===== src/rtl/xdma_clock_ctrl.sv =====
// Core clock-enable controller for the XDMA path: run/halt/single-step on host command,
// stall on transfer-buffer backpressure. Optional macro XDMA_CLOCK_PERF_EN adds cycle counters.
module xdma_clock_ctrl #(
    parameter int CNT_W = 32,
    parameter int LVL_W = 10,
    parameter int HI_WM = 768,
    parameter int LO_WM = 256
) (
    input  logic             clock,
    input  logic             reset,
    input  logic             host_run,
    input  logic             host_step_valid,
    output logic             host_step_ready,
    input  logic [CNT_W-1:0] host_step_cnt,
    input  logic [LVL_W-1:0] buf_level,
    output logic             core_clock_enable,
    output logic [1:0]       state_o,
    output logic [CNT_W-1:0] steps_left
`ifdef XDMA_CLOCK_PERF_EN
    ,
    output logic [63:0]      run_cycles,
    output logic [63:0]      stall_cycles
`endif
);

    typedef enum logic [1:0] {
        S_HALT  = 2'd0,
        S_RUN   = 2'd1,
        S_STEP  = 2'd2,
        S_STALL = 2'd3
    } state_t;

    if (LO_WM >= HI_WM) begin : g_wm_check
        $error("xdma_clock_ctrl: LO_WM must be below HI_WM");
    end

    state_t           r_state;
    state_t           w_state_nxt;
    logic             r_ret_step;
    logic             w_ret_step_nxt;
    logic [CNT_W-1:0] r_steps;
    logic [CNT_W-1:0] w_steps_nxt;
    logic             r_cce;
    logic             w_grant;
    logic             w_step_fire;
    logic             w_hi;
    logic             w_lo;

    assign w_grant         = (r_state == S_RUN) || (r_state == S_STEP);
    assign host_step_ready = (r_state == S_HALT);
    assign w_step_fire     = host_step_valid && host_step_ready;
    assign w_hi            = (buf_level >= LVL_W'(HI_WM));
    assign w_lo            = (buf_level <= LVL_W'(LO_WM));

    assign state_o           = r_state;
    assign steps_left        = r_steps;
    assign core_clock_enable = r_cce;

    // Next-state, return-target and step-budget decode
    always_comb begin
        w_state_nxt    = r_state;
        w_ret_step_nxt = r_ret_step;
        w_steps_nxt    = r_steps;
        case (r_state)
            S_HALT: begin
                if (w_step_fire) begin
                    if (host_step_cnt != {CNT_W{1'b0}}) begin
                        w_state_nxt = S_STEP;
                        w_steps_nxt = host_step_cnt;
                    end else begin
                        w_state_nxt = S_HALT;
                    end
                end else if (host_run) begin
                    w_state_nxt = S_RUN;
                end else begin
                    w_state_nxt = S_HALT;
                end
            end
            S_RUN: begin
                if (!host_run) begin
                    w_state_nxt = S_HALT;
                end else if (w_hi) begin
                    w_state_nxt    = S_STALL;
                    w_ret_step_nxt = 1'b0;
                end else begin
                    w_state_nxt = S_RUN;
                end
            end
            S_STEP: begin
                // The pulse granted into this edge is already out, so it is always charged.
                if (r_steps <= CNT_W'(1)) begin
                    w_state_nxt = S_HALT;
                    w_steps_nxt = {CNT_W{1'b0}};
                end else if (w_hi) begin
                    w_state_nxt    = S_STALL;
                    w_ret_step_nxt = 1'b1;
                    w_steps_nxt    = r_steps - CNT_W'(1);
                end else begin
                    w_state_nxt = S_STEP;
                    w_steps_nxt = r_steps - CNT_W'(1);
                end
            end
            S_STALL: begin
                if (w_lo) begin
                    if (r_ret_step) begin
                        w_state_nxt = S_STEP;
                    end else if (host_run) begin
                        w_state_nxt = S_RUN;
                    end else begin
                        w_state_nxt = S_HALT;
                    end
                end else begin
                    w_state_nxt = S_STALL;
                end
            end
            default: begin
                w_state_nxt    = S_HALT;
                w_ret_step_nxt = 1'b0;
                w_steps_nxt    = {CNT_W{1'b0}};
            end
        endcase
    end

    // Control state register
    always_ff @(posedge clock or posedge reset) begin
        if (reset) begin
            r_state    <= S_HALT;
            r_ret_step <= 1'b0;
            r_steps    <= {CNT_W{1'b0}};
        end else begin
            r_state    <= w_state_nxt;
            r_ret_step <= w_ret_step_nxt;
            r_steps    <= w_steps_nxt;
        end
    end

    // Gate enable re-timed to the low phase so the downstream AND gate never glitches
    always_ff @(negedge clock or posedge reset) begin
        if (reset) begin
            r_cce <= 1'b0;
        end else begin
            r_cce <= w_grant;
        end
    end

`ifdef XDMA_CLOCK_PERF_EN
    logic [63:0] r_run_cycles;
    logic [63:0] r_stall_cycles;

    assign run_cycles   = r_run_cycles;
    assign stall_cycles = r_stall_cycles;

    // Saturating grant and stall cycle counters
    always_ff @(posedge clock or posedge reset) begin
        if (reset) begin
            r_run_cycles   <= 64'd0;
            r_stall_cycles <= 64'd0;
        end else begin
            if (w_grant && (r_run_cycles != {64{1'b1}})) begin
                r_run_cycles <= r_run_cycles + 64'd1;
            end else begin
                r_run_cycles <= r_run_cycles;
            end
            if ((r_state == S_STALL) && (r_stall_cycles != {64{1'b1}})) begin
                r_stall_cycles <= r_stall_cycles + 64'd1;
            end else begin
                r_stall_cycles <= r_stall_cycles;
            end
        end
    end
`endif

endmodule

===== config.mk =====
export PLATFORM = sky130hd
export DESIGN_NAME = xdma_clock_ctrl
export DESIGN_NICKNAME = d
export VERILOG_FILES = /design/src/rtl/xdma_clock_ctrl.sv
export SDC_FILE = /design/constraint.sdc
export NUM_CORES = 1
export LEC_CHECK = 0
export ABC_CLOCK_PERIOD_IN_PS = 4400
export CAP_MARGIN = 20
export CORE_MARGIN = 5
export CORE_UTILIZATION = 51
export CTS_BUF_LIST = sky130_fd_sc_hd__clkbuf_4 sky130_fd_sc_hd__clkbuf_8 sky130_fd_sc_hd__clkbuf_16
export DETAILED_ROUTE_END_ITERATION = 8
export PLACE_DENSITY_LB_ADDON = 0.15
export REMOVE_ABC_BUFFERS = 1
export SETUP_SLACK_MARGIN = 0.05
export SLEW_MARGIN = 0
export SYNTH_ARGS = -nofsm -noshare
export SYNTH_HDL_FRONTEND = slang
export SYNTH_SLANG_ARGS = --single-unit

===== constraint.sdc =====
create_clock -name clock -period 4.4 [get_ports clock]
set_input_delay 0.88 -clock clock [delete_from_list [all_inputs] [get_ports clock]]
set_output_delay 0.88 -clock clock [all_outputs]
set_load 0.05 [all_outputs]

==> results of run 1 <==
==> metrics by stage <==
step	hold WS [ps]	instances	power (mW)	setup WS [ps]	cell area, µm²
6_report	560	464	3.16	418	3620
3_3_place_gp	543	455	2.81	767	3510
4_1_cts	564	463	3.13	406	3610
3_5_place_dp	545	455	2.86	725	3510
5_1_grt	583	464	3.35	392	3620
2_1_floorplan	528	297	2.14	605	2560
==> worst min-delay path by stage <==
stage,slack (ps),depth (start not counted),end,start
final,560,2,steps_left[10],steps_left[10]
after global routing,580,1,steps_left[2],steps_left[2]
after CTS,560,1,steps_left[2],steps_left[2]
after detailed placement,540,1,steps_left[2],steps_left[2]
after global placement,540,2,r_ret_step,r_ret_step
after floorplan,530,2,r_ret_step,r_ret_step
==> flip-flops by register name, summed over array words and instances (netlist names) <==
name	flops
state_o	2
steps_left	32
r_ret_step	1
core_clock_enable	1
==> cell families (layout without fill, tap and decap cells) <==
| kind of cell | count (synthesis) | in the layout | synth area share [%] |
|---|---|---|---|
| and+or+nand+nor | 120 | 120 | 25.0 |
| AOI/OAI and AO/OA | 104 | 104 | 29.8 |
| buffers and inverters | 54 | 127 | 8.04 |
| DFF | 36 | 36 | 33.8 |
| adders and majority gates | 6 | 6 | 2.82 |
| muxes | 1 | 1 | 0.423 |
==> power groups by stage <==
stage,registers (mW),logic (mW),clock network [mW]
5_1_grt,0.768,2.30,0.279
3_5_place_dp,0.731,2.13,0
6_report,0.733,2.17,0.261
2_1_floorplan,1.24,0.905,0
3_3_place_gp,0.725,2.09,0
4_1_cts,0.728,2.13,0.267
==> per-layer routing <==
| metal | vias up | global-route usage [%] | wire length (µm) |
|---|---|---|---|
| met2 | 198 | 41.3 | 4250 |
| met3 | 22 | 5.75 | 855 |
| met5 | - | 0 | 0 |
| li1 | 1421 | - | - |
| met4 | 0 | 10.1 | 225 |
| met1 | 1449 | 36.7 | 3670 |
==> cell usage in the layout, fill, tap and decap left out, types with 5 or more instances in the layout <==
cell type and instances:
and3_1 5, clkbuf_8 6, or3_1 5, nand3_1 18
a32oi_1 21, clkdlybuf4s50_1 80, buf_4 8, ha_1 6
nor3_1 10, nand2_1 14, nand4_1 12, dfrtp_1 35
nor2_1 19, or4_1 6, a22oi_1 20, o211ai_1 7
o22ai_1 18, nor4_1 15, inv_1 30
==> final cells by class <==
type	instances	area, µm²	share of cell area, %
flip-flops and latches	36	901	24.9
repair buffers	89	876	24.2
clock buffers	8	97.6	2.69
multi-input cells	231	1550	42.7
well taps	70	87.6	2.42
inverters	30	113	3.11
==> key figures, run 1 <==
Status
  – Status: finished, final reports clean

Clock network
  – TritonCTS clock tree: done
  – Post-CTS Hold Buffers: 0
  – Worst skew pair latency: between 200 and 300 ps
  – Post-CTS sizing: 0
  – Post-CTS Setup Bufs: 0
  – TritonCTS Buffers: 5
  – Clock slew at reported path FFs: 70 ps
  – Clk root buf: clkbuf_8
  – Maximum clock path buffer count: 2
  – Total number of H-tree levels: 2
  – Clock tree sinks: 36

STA
  – RSZ-0062 raised after global routing: no
  – Worst slew pin tran: 1080 ps
  – # setup viols final: 0
  – Post-Route Setup TNS: 0 ps
  – Slew Limit Fails: 0
  – Final Hold Fails: 0
  – Clk_skew: around 4.7 ps
  – Max-slew headroom: 27.6%

Floorplan
  – Die Ht: 82.3 µm
  – Core box area: around 0.0051 mm²
  – Die ar.: 0.00677 mm²
  – FP Rows: 26
  – Die Width: between 80 and 90 µm
  – Io pins: 82
  – Initial Utilization: 52.5%

Worst setup path
  – CP Launch Type: flip-flop
  – CP arrival: 3100 ps
  – Buffers & Inverters on Critical Path: 1
  – R2r setup slk: roughly 1300 ps
  – Crit path cell chain: buf_4
  – Critical path data required time: roughly 3500 ps
  – Stages on worst setup path: 1
  – Delay-heaviest family, CP: flip-flops
  – Slowest-stage cell, CP: dfrtn_1
  – FF-to-FF path depth: 2
  – End point of the critical path: core_clock_enable
  – RR Endpoint: core_clock_enable
  – CP Max Fanout: 1
  – WS Path Type: flip-flop to output pin
  – R2R Path Start: state_o[0]
  – Crit end category: output pin
  – CP startpoint: core_clock_enable
  – Slowest Stage Delay on Critical Path: ~410 ps

Power
  – Leak: 1.39 nW
  – Reg power frac: between 20% and 30%
  – Internal Power: approximately 1.4 mW
  – Comb pwr share: between 60% and 70%
  – PD cells: 873 mW/mm²
  – Sw power: approximately 1.8 mW
  – Clock share of power: 8.3%
  – Switching Share: 55.7%
  – Worst ir drop on vdd: 516 µV

Layout
  – Final nets: 445
  – Area growth syn-to-layout: 36.0%
  – Layout cells sized above 1: 6.09%
  – # fillers: 426
  – Ant. Diodes: 0
  – Fin util: 71.4%

Job
  – Maxcap violations: 0

Yosys
  – Main flop type after synthesis: dfrtp_1
  – Top-count cell post-synth: dfrtp_1
  – Yosys Warn Count: 0
  – Post-Syn Instances: 321
  – Yosys top cell by area: dfrtp_1
  – Synth area leaders: dfrtp_1 33%, a32oi_1 6.9%, a22oi_1 5.6%
  – Netlist cell types: 49
  – Asr flop ratio synth: 100%
  – FF+latch count, synth: 36
  – Synth top cells by count: 35 x dfrtp_1, 30 x inv_1, 21 x a32oi_1
  – Sequential area share after synthesis: 33.8%
  – Share of the synthesized area in the top cell type: 32.9%
  – Synth Cell Area: between 0.002 and 0.003 mm²
  – Mean Syn Cell Area: ~8.3 µm²
  – Post-synth EDFFs: 0

Detailed routing
  – WL final: between 9000 and 10000 µm
  – DRC: 0
  – Number of detailed-route iterations in the first pass: 6
  – Routed len/inst: approximately 19 µm
  – DR vias/cell: ~6.7
  – Routed vias: a little over 3000
  – Routed Antenna Nets: 0
  – 1st-iter DRT viols: ~440

Place
  – Routability cong.: 0.933
  – IO buf count: a little over 80
  – DP Wirelength: 6380 µm

GRT
  – Global-route wire length before repair: roughly 14000 µm
  – Vias in the first global route: 2842
  – Grt total ovfl: 0
  – Initial antenna violation count: 0
  – GRT Total Usage: 26.8%
  – Largest net degree at the start of global routing: 36

Worst hold path
  – Hold Crit Class: flip-flop to flip-flop
No activity file was read; power rests on OpenSTA's default activity.
==> run 2, diff against run 1 <==
Settings changed: CTS_CLUSTER_SIZE from default to 8.
==> results of run 2 <==
No change in the layout: final DEF, timing and power equal those of run 1.
